File: src/rtl/fifo_tx_pkg.sv
// Shared types and constants for the buffered USB FIFO transmit stage.
package fifo_tx_pkg;

    // Write-cycle sequencer states.
    typedef enum logic [1:0] {
        ST_IDLE   = 2'b00,
        ST_SETUP  = 2'b01,
        ST_STROBE = 2'b10,
        ST_HOLD   = 2'b11
    } wr_state_e;

    localparam logic [6:0] ASCII_CR = 7'h0D;
    localparam logic [6:0] ASCII_LF = 7'h0A;

endpackage

File: src/rtl/fifo_tx_if.sv
// Bundle of the PIA character side and the FT245 write side of fifo_tx.
interface fifo_tx_if #(
    parameter int unsigned DEPTH = 8
);
    logic                   char_valid;
    logic [6:0]             char_data;
    logic                   char_ready;
    logic                   fifo_txe;
    logic                   fifo_wr;
    logic [7:0]             fifo_dout;
    logic                   fifo_oe;
    logic [$clog2(DEPTH):0] count;

    // Driver of characters and of TXE# (PIA model / board).
    modport master (
        output char_valid, char_data, fifo_txe,
        input  char_ready, fifo_wr, fifo_dout, fifo_oe, count
    );

    // The transmit stage itself.
    modport slave (
        input  char_valid, char_data, fifo_txe,
        output char_ready, fifo_wr, fifo_dout, fifo_oe, count
    );
endinterface

File: src/rtl/char_fifo.sv
// Synchronous circular buffer; push and pop on the same edge are both honoured.
module char_fifo #(
    parameter int unsigned DEPTH = 8,
    parameter int unsigned WIDTH = 8
) (
    input  logic                   clk,
    input  logic                   reset,
    input  logic                   push,
    input  logic [WIDTH-1:0]       push_data,
    input  logic                   pop,
    output logic [WIDTH-1:0]       head,
    output logic [$clog2(DEPTH):0] count
);
    localparam int unsigned     PtrW = $clog2(DEPTH);
    localparam logic [PtrW:0]   Full = (PtrW + 1)'(DEPTH);

    logic [WIDTH-1:0] mem_q [DEPTH];
    logic [PtrW-1:0]  rd_ptr_q;
    logic [PtrW-1:0]  wr_ptr_q;
    logic [PtrW:0]    count_q;
    logic             do_push;
    logic             do_pop;

    assign do_pop  = pop && (count_q != '0);
    // A push into a full buffer is only legal when the head leaves on the same edge.
    assign do_push = push && ((count_q < Full) || do_pop);
    assign head    = mem_q[rd_ptr_q];
    assign count   = count_q;

    // Storage array; contents need no reset since the pointers define validity.
    always_ff @(posedge clk) begin
        if (do_push) begin
            mem_q[wr_ptr_q] <= push_data;
        end
    end

    // Pointers wrap naturally because DEPTH is a power of two.
    always_ff @(posedge clk) begin
        if (reset) begin
            rd_ptr_q <= '0;
            wr_ptr_q <= '0;
            count_q  <= '0;
        end else begin
            if (do_push) wr_ptr_q <= wr_ptr_q + 1'b1;
            if (do_pop)  rd_ptr_q <= rd_ptr_q + 1'b1;
            unique case ({do_push, do_pop})
                2'b10:   count_q <= count_q + 1'b1;
                2'b01:   count_q <= count_q - 1'b1;
                default: count_q <= count_q;
            endcase
        end
    end
endmodule

File: src/rtl/fifo_tx.sv
// PIA display to FT245 transmit stage: buffering, CR->CRLF expansion and WR# sequencing.
module fifo_tx
    import fifo_tx_pkg::*;
#(
    parameter int unsigned DEPTH    = 8,
    parameter int unsigned WR_SETUP = 1,
    parameter int unsigned WR_PULSE = 2,
    parameter bit          CRLF     = 1'b1
) (
    input logic      clk,
    input logic      reset,
    fifo_tx_if.slave bus
);
    localparam int unsigned     CntW      = $clog2(DEPTH) + 1;
    localparam logic [CntW-1:0] Full      = CntW'(DEPTH);
    localparam int unsigned     TimMax    = (WR_SETUP > WR_PULSE) ? WR_SETUP : WR_PULSE;
    localparam int unsigned     TimW      = (TimMax > 1) ? $clog2(TimMax) : 1;
    localparam logic [TimW-1:0] SetupLoad = TimW'(WR_SETUP - 1);
    localparam logic [TimW-1:0] PulseLoad = TimW'(WR_PULSE - 1);

    wr_state_e       state_q;
    logic [TimW-1:0] timer_q;
    logic            pending_lf_q;
    logic            wr_q;
    logic            oe_q;
    logic [7:0]      dout_q;

    logic [CntW-1:0] count;
    logic [7:0]      head;
    logic [7:0]      push_data;
    logic            space;
    logic            ready;
    logic            char_push;
    logic            lf_push;
    logic            push;
    logic            pop;

    assign space     = count < Full;
    assign ready     = !pending_lf_q && space;
    assign char_push = bus.char_valid && ready;
    // The pending LF has priority; input is blocked while it waits, so the two never collide.
    assign lf_push   = pending_lf_q && space;
    assign push      = char_push || lf_push;
    assign push_data = lf_push ? {1'b0, ASCII_LF} : {1'b0, bus.char_data};
    assign pop       = (state_q == ST_STROBE) && (timer_q == '0);

    assign bus.char_ready = ready;
    assign bus.fifo_wr    = wr_q;
    assign bus.fifo_oe    = oe_q;
    assign bus.fifo_dout  = dout_q;
    assign bus.count      = count;

    char_fifo #(
        .DEPTH (DEPTH),
        .WIDTH (8)
    ) u_char_fifo (
        .clk       (clk),
        .reset     (reset),
        .push      (push),
        .push_data (push_data),
        .pop       (pop),
        .head      (head),
        .count     (count)
    );

    // Arm the LF insertion after an accepted CR; clear once the LF is enqueued.
    always_ff @(posedge clk) begin
        if (reset) begin
            pending_lf_q <= 1'b0;
        end else if (lf_push) begin
            pending_lf_q <= 1'b0;
        end else if (CRLF && char_push && (bus.char_data == ASCII_CR)) begin
            pending_lf_q <= 1'b1;
        end
    end

    // Write-cycle sequencer: setup, WR# strobe, hold; TXE# only matters in IDLE.
    always_ff @(posedge clk) begin
        if (reset) begin
            state_q <= ST_IDLE;
            timer_q <= '0;
            wr_q    <= 1'b1;
            oe_q    <= 1'b0;
            dout_q  <= 8'h00;
        end else begin
            unique case (state_q)
                ST_IDLE: begin
                    if ((count != '0) && !bus.fifo_txe) begin
                        dout_q  <= head;
                        oe_q    <= 1'b1;
                        timer_q <= SetupLoad;
                        state_q <= ST_SETUP;
                    end
                end
                ST_SETUP: begin
                    if (timer_q == '0) begin
                        wr_q    <= 1'b0;
                        timer_q <= PulseLoad;
                        state_q <= ST_STROBE;
                    end else begin
                        timer_q <= timer_q - 1'b1;
                    end
                end
                ST_STROBE: begin
                    if (timer_q == '0) begin
                        wr_q    <= 1'b1;
                        state_q <= ST_HOLD;
                    end else begin
                        timer_q <= timer_q - 1'b1;
                    end
                end
                ST_HOLD: begin
                    oe_q    <= 1'b0;
                    state_q <= ST_IDLE;
                end
                default: state_q <= ST_IDLE;
            endcase
        end
    end
endmodule
File: src/flat_wrapper.sv
// flat-port wrapper written by rule: the top's interface ports become plain ports
module fifo_tx_flat import fifo_tx_pkg::*;
#(
    parameter int unsigned DEPTH    = 8,
    parameter int unsigned WR_SETUP = 1,
    parameter int unsigned WR_PULSE = 2,
    parameter bit          CRLF     = 1'b1
)
  (clk, reset, bus_char_valid, bus_char_data, bus_fifo_txe, bus_char_ready, bus_fifo_wr, bus_fifo_dout, bus_fifo_oe, bus_count);
  fifo_tx_if #(.DEPTH(DEPTH)) bus_i ();
  input logic clk;
  input logic reset;
  input wire logic [$bits(bus_i.char_valid)-1:0] bus_char_valid;
  input wire logic [$bits(bus_i.char_data)-1:0] bus_char_data;
  input wire logic [$bits(bus_i.fifo_txe)-1:0] bus_fifo_txe;
  output wire logic [$bits(bus_i.char_ready)-1:0] bus_char_ready;
  output wire logic [$bits(bus_i.fifo_wr)-1:0] bus_fifo_wr;
  output wire logic [$bits(bus_i.fifo_dout)-1:0] bus_fifo_dout;
  output wire logic [$bits(bus_i.fifo_oe)-1:0] bus_fifo_oe;
  output wire logic [$bits(bus_i.count)-1:0] bus_count;
  assign bus_i.char_valid = bus_char_valid;
  assign bus_i.char_data = bus_char_data;
  assign bus_i.fifo_txe = bus_fifo_txe;
  assign bus_char_ready = bus_i.char_ready;
  assign bus_fifo_wr = bus_i.fifo_wr;
  assign bus_fifo_dout = bus_i.fifo_dout;
  assign bus_fifo_oe = bus_i.fifo_oe;
  assign bus_count = bus_i.count;
  fifo_tx #(.DEPTH(DEPTH), .WR_SETUP(WR_SETUP), .WR_PULSE(WR_PULSE), .CRLF(CRLF)) u_core (.clk(clk), .reset(reset), .bus(bus_i));
endmodule
File: config.mk
export PLATFORM = sky130hd
export DESIGN_NAME = fifo_tx_flat
export DESIGN_NICKNAME = d
export VERILOG_FILES = /design/src/rtl/fifo_tx_pkg.sv /design/src/rtl/fifo_tx_if.sv /design/src/rtl/char_fifo.sv /design/src/rtl/fifo_tx.sv /design/src/flat_wrapper.sv
export SDC_FILE = /design/constraint.sdc
export NUM_CORES = 1
export LEC_CHECK = 0
export BUFFER_PORTS_ARGS = -buffer_cell sky130_fd_sc_hd__clkbuf_2
export CAP_MARGIN = 30
export CORE_MARGIN = 10
export CORE_UTILIZATION = 45
export DETAILED_ROUTE_END_ITERATION = 8
export PLACE_DENSITY = 0.61
export SYNTH_ARGS = -nofsm -noshare
export SYNTH_HDL_FRONTEND = slang
export SYNTH_SLANG_ARGS = --single-unit
File: constraint.sdc
create_clock -name clk -period 3.45 [get_ports clk]
set_input_delay 1.035 -clock clk [delete_from_list [all_inputs] [get_ports clk]]
set_output_delay 1.035 -clock clk [all_outputs]
set_load 0.02 [all_outputs]
==> results.md <==
- Seq/Total Area, Yosys: 0.649
- Cell depth of the worst hold path: 2
- WL/cell: 15.7 um
- R2r setup slk: 0.92 ns
- Routability cong.: 0.701
- Post-CTS Setup Repair Bufs: 0
- Net Count, Synth: 245
- Antenna violations before repair: 0
- Avg Synthesized Cell Area: 14.7 um^2
- Status: finished, final reports clean
- Max Slew Vio Count: 0
- Worst-Margin Slew: 0.744 ns
- Clk_lat worst skew: 0.34 ns
- DRT iter0 DRCs: 134
- Via-to-Cell Ratio: 5.06
- First-pass GRT wire length: 9640 um
- Pin count of the biggest net entering global routing: 24
- CTS Buffer Depth: 2
- Setup TNS: 0 ns
- Area growth, synth to finish: 12.9%
- Synth top area cells: edfxtp_1 51%, dfxtp_1 14%, mux4_2 9.6%
- Post-synth cell types: 41
- Io pins: 26
- GR Overflow Total: 0
- Final setup fails: 0
- Clock Sinks: 79
- Pleak: 1.29 nW
- FP Rows: 31
- Clk_skew: 0.00960 ns
- Max Fclk: 390 MHz
- Commonest non-fill, non-tap cell in the layout: edfxtp_1
- Global-route usage over all layers: 0.109
- Synthesized area: 3300 um^2
- Starting Density: 0.460
- Ant diodes: 0
- Htree depth: 3
- Fin crit period: 2.56 ns
- Area post-placement: 3540 um^2
- Reg2Reg Launch Point: u_core.state_q[0]
- Crit-path max FO: 5
- Port Buffers: 24
- DRT Pass-1 Iters: 4
- Hold buffers post-CTS: 0
- Worst R2R Path Depth: 11
- RSZ-0062 raised after global routing: false
- Die width: 106 um
- Nets: 278
- Wirelength, routed: 5670 um
- WP data arrival: 2.83 ns
- Synthesis warning total: 0
- Vias: 1826
- Post-synth ARST share: 0
- Tcrit/Tclk final: 0.743
- Synth Register Bits: 79
- Cell count after synthesis: 224
- Die area: 11200 um^2
- CTS buffer count: 9
- Startpoint Class: input pin
- Hold endpoint: u_core.bus.fifo_dout[6]
- CP required: 3.72 ns
- DRC Markers: 0
- Share of cells above drive strength 1: 0.252
- # Max-Cap Violations: 0
- Die height: 106 um
- Number of global-route vias before repair: 1833
- Worst hold start: u_core.bus.fifo_dout[6]
- Dpl hpwl: 4100 um
- Clk pin slew, worst setup/hold paths: 0.08 ns
- Largest area contributor in the netlist: edfxtp_1
- WS Path Type: in -> reg
- CTS tree: yes
- R2r endpoint: u_core.u_char_fifo.count[2]
- Worst VDD drop: 221 uV
- Top FF cell, synth: edfxtp_1
- Leading cell types in the layout, fill and taps excluded: 56 x edfxtp_1, 25 x nor2_1, 24 x clkbuf_2, 23 x dfxtp_1, 14 x mux4_2
- Post_cts resized: 0
- Post-route ant nets: 0
- Final instance area: 3720 um^2
- Top cell type's share of synthesized area: 0.510
- Core area: 7180 um^2
- Slew margin rel.: 0.503
- Post-synth EDFFs: 56
- CTS Root Cell: clkbuf_8
- Final Hold Viols: 0
- Worst setup EP type: flip-flop
- Power Density: 603 nW/um^2
- Worst hold path type: reg -> reg
==> per-layer routing <==
layer | share of wire | up-vias | GRT usage
met5 | 0 | - | 0
met4 | 0.0095 | 0 | 0.0406
met3 | 0.046 | 4 | 0.0402
met2 | 0.45 | 27 | 0.160
met1 | 0.50 | 882 | 0.145
li1 | - | 913 | -
==> flip-flops by register name, summed over array words and instances (netlist names) <==
name and flops:
u_core.bus.fifo_dout 7, u_core.bus.fifo_oe 1, u_core.bus.fifo_wr 1, u_core.pending_lf_q 1, u_core.state_q 2, u_core.timer_q 1, u_core.u_char_fifo.count 4, u_core.u_char_fifo.mem_q 56
u_core.u_char_fifo.rd_ptr_q 3, u_core.u_char_fifo.wr_ptr_q 3
==> logic make-up after synthesis <==
| kind of cell | synth area share |
|---|---|
| other | 0.00114 |
| adders and majority gates | 0.0379 |
| AOI/OAI and AO/OA | 0.0485 |
| muxes | 0.108 |
| and+or+nand+nor | 0.119 |
| DFF | 0.649 |
| buffers and inverters | 0.0197 |
| xor gates and xnor gates | 0.0159 |
==> cell usage after synthesis (all sizes together), types with 2 or more instances <==
| library cell | count |
|---|---|
| a211oi | 2 |
| a21oi | 7 |
| and2 | 7 |
| buf | 5 |
| clkbuf | 2 |
| dfxtp | 23 |
| edfxtp | 56 |
| ha | 10 |
| inv | 5 |
| mux2i | 3 |
| mux4 | 14 |
| nand2 | 8 |
| nand2b | 6 |
| nand3b | 2 |
| nand4 | 2 |
| nor2 | 25 |
| nor2b | 2 |
| nor3 | 10 |
| nor4bb | 2 |
| o21ai | 6 |
| o22ai | 7 |
| xnor2 | 2 |
| xor2 | 4 |
==> final cells by class <==
cell class | count | area [um^2]
inverters | 5 | 18.8
clock inverters | 6 | 43.8
flip-flops and latches | 79 | 2140
repair buffers | 29 | 165
well taps | 99 | 124
fillers | 639 | 3450
clock buffers | 10 | 138
multi-input cells | 133 | 1090
==> per-stage QoR <==
step,power (mW),cells,utilization,hold slack (ns),setup WS (ns)
global route,2.38,361,0.519,0.513,0.632
floorplan,1.53,224,-,0.462,0.764
detailed placement,1.66,345,0.494,0.481,0.519
CTS,2.27,361,0.519,0.497,0.892
global placement,1.65,344,0.492,0.482,0.601
finish,2.25,361,0.519,0.492,0.887
==> critical path: stages <==
cell and delay, ns:
clkbuf_2 0.09, o21ba_2 0.23, inv_1 0.12, ha_1 0.27, xor2_1 0.17, ha_1 0.15
a21oi_1 0.04, xor2_1 0.16, or3_2 0.41, a21oi_1 0.16
==> power by group <==
group | internal (mW) | leakage, nW | switching [mW]
clock network | 0.282 | 0.0826 | 0.339
logic | 0.206 | 0.506 | 0.269
registers | 1.09 | 0.696 | 0.0604
==> worst max path at each step <==
| stage | depth (start not counted) | to | from |
|---|---|---|---|
| 6_report | 10 | u_core.u_char_fifo.count[2] | bus_char_valid |
| 5_1_grt | 10 | u_core.u_char_fifo.count[2] | u_core.u_char_fifo.count[3] |
| 4_1_cts | 10 | u_core.u_char_fifo.count[2] | u_core.u_char_fifo.count[3] |
| 3_5_place_dp | 10 | u_core.u_char_fifo.count[2] | bus_char_valid |
| 3_3_place_gp | 10 | u_core.u_char_fifo.count[2] | bus_char_valid |
| 2_1_floorplan | 9 | u_core.u_char_fifo.count[2] | bus_char_valid |
(Power assumes the default switching activity.)
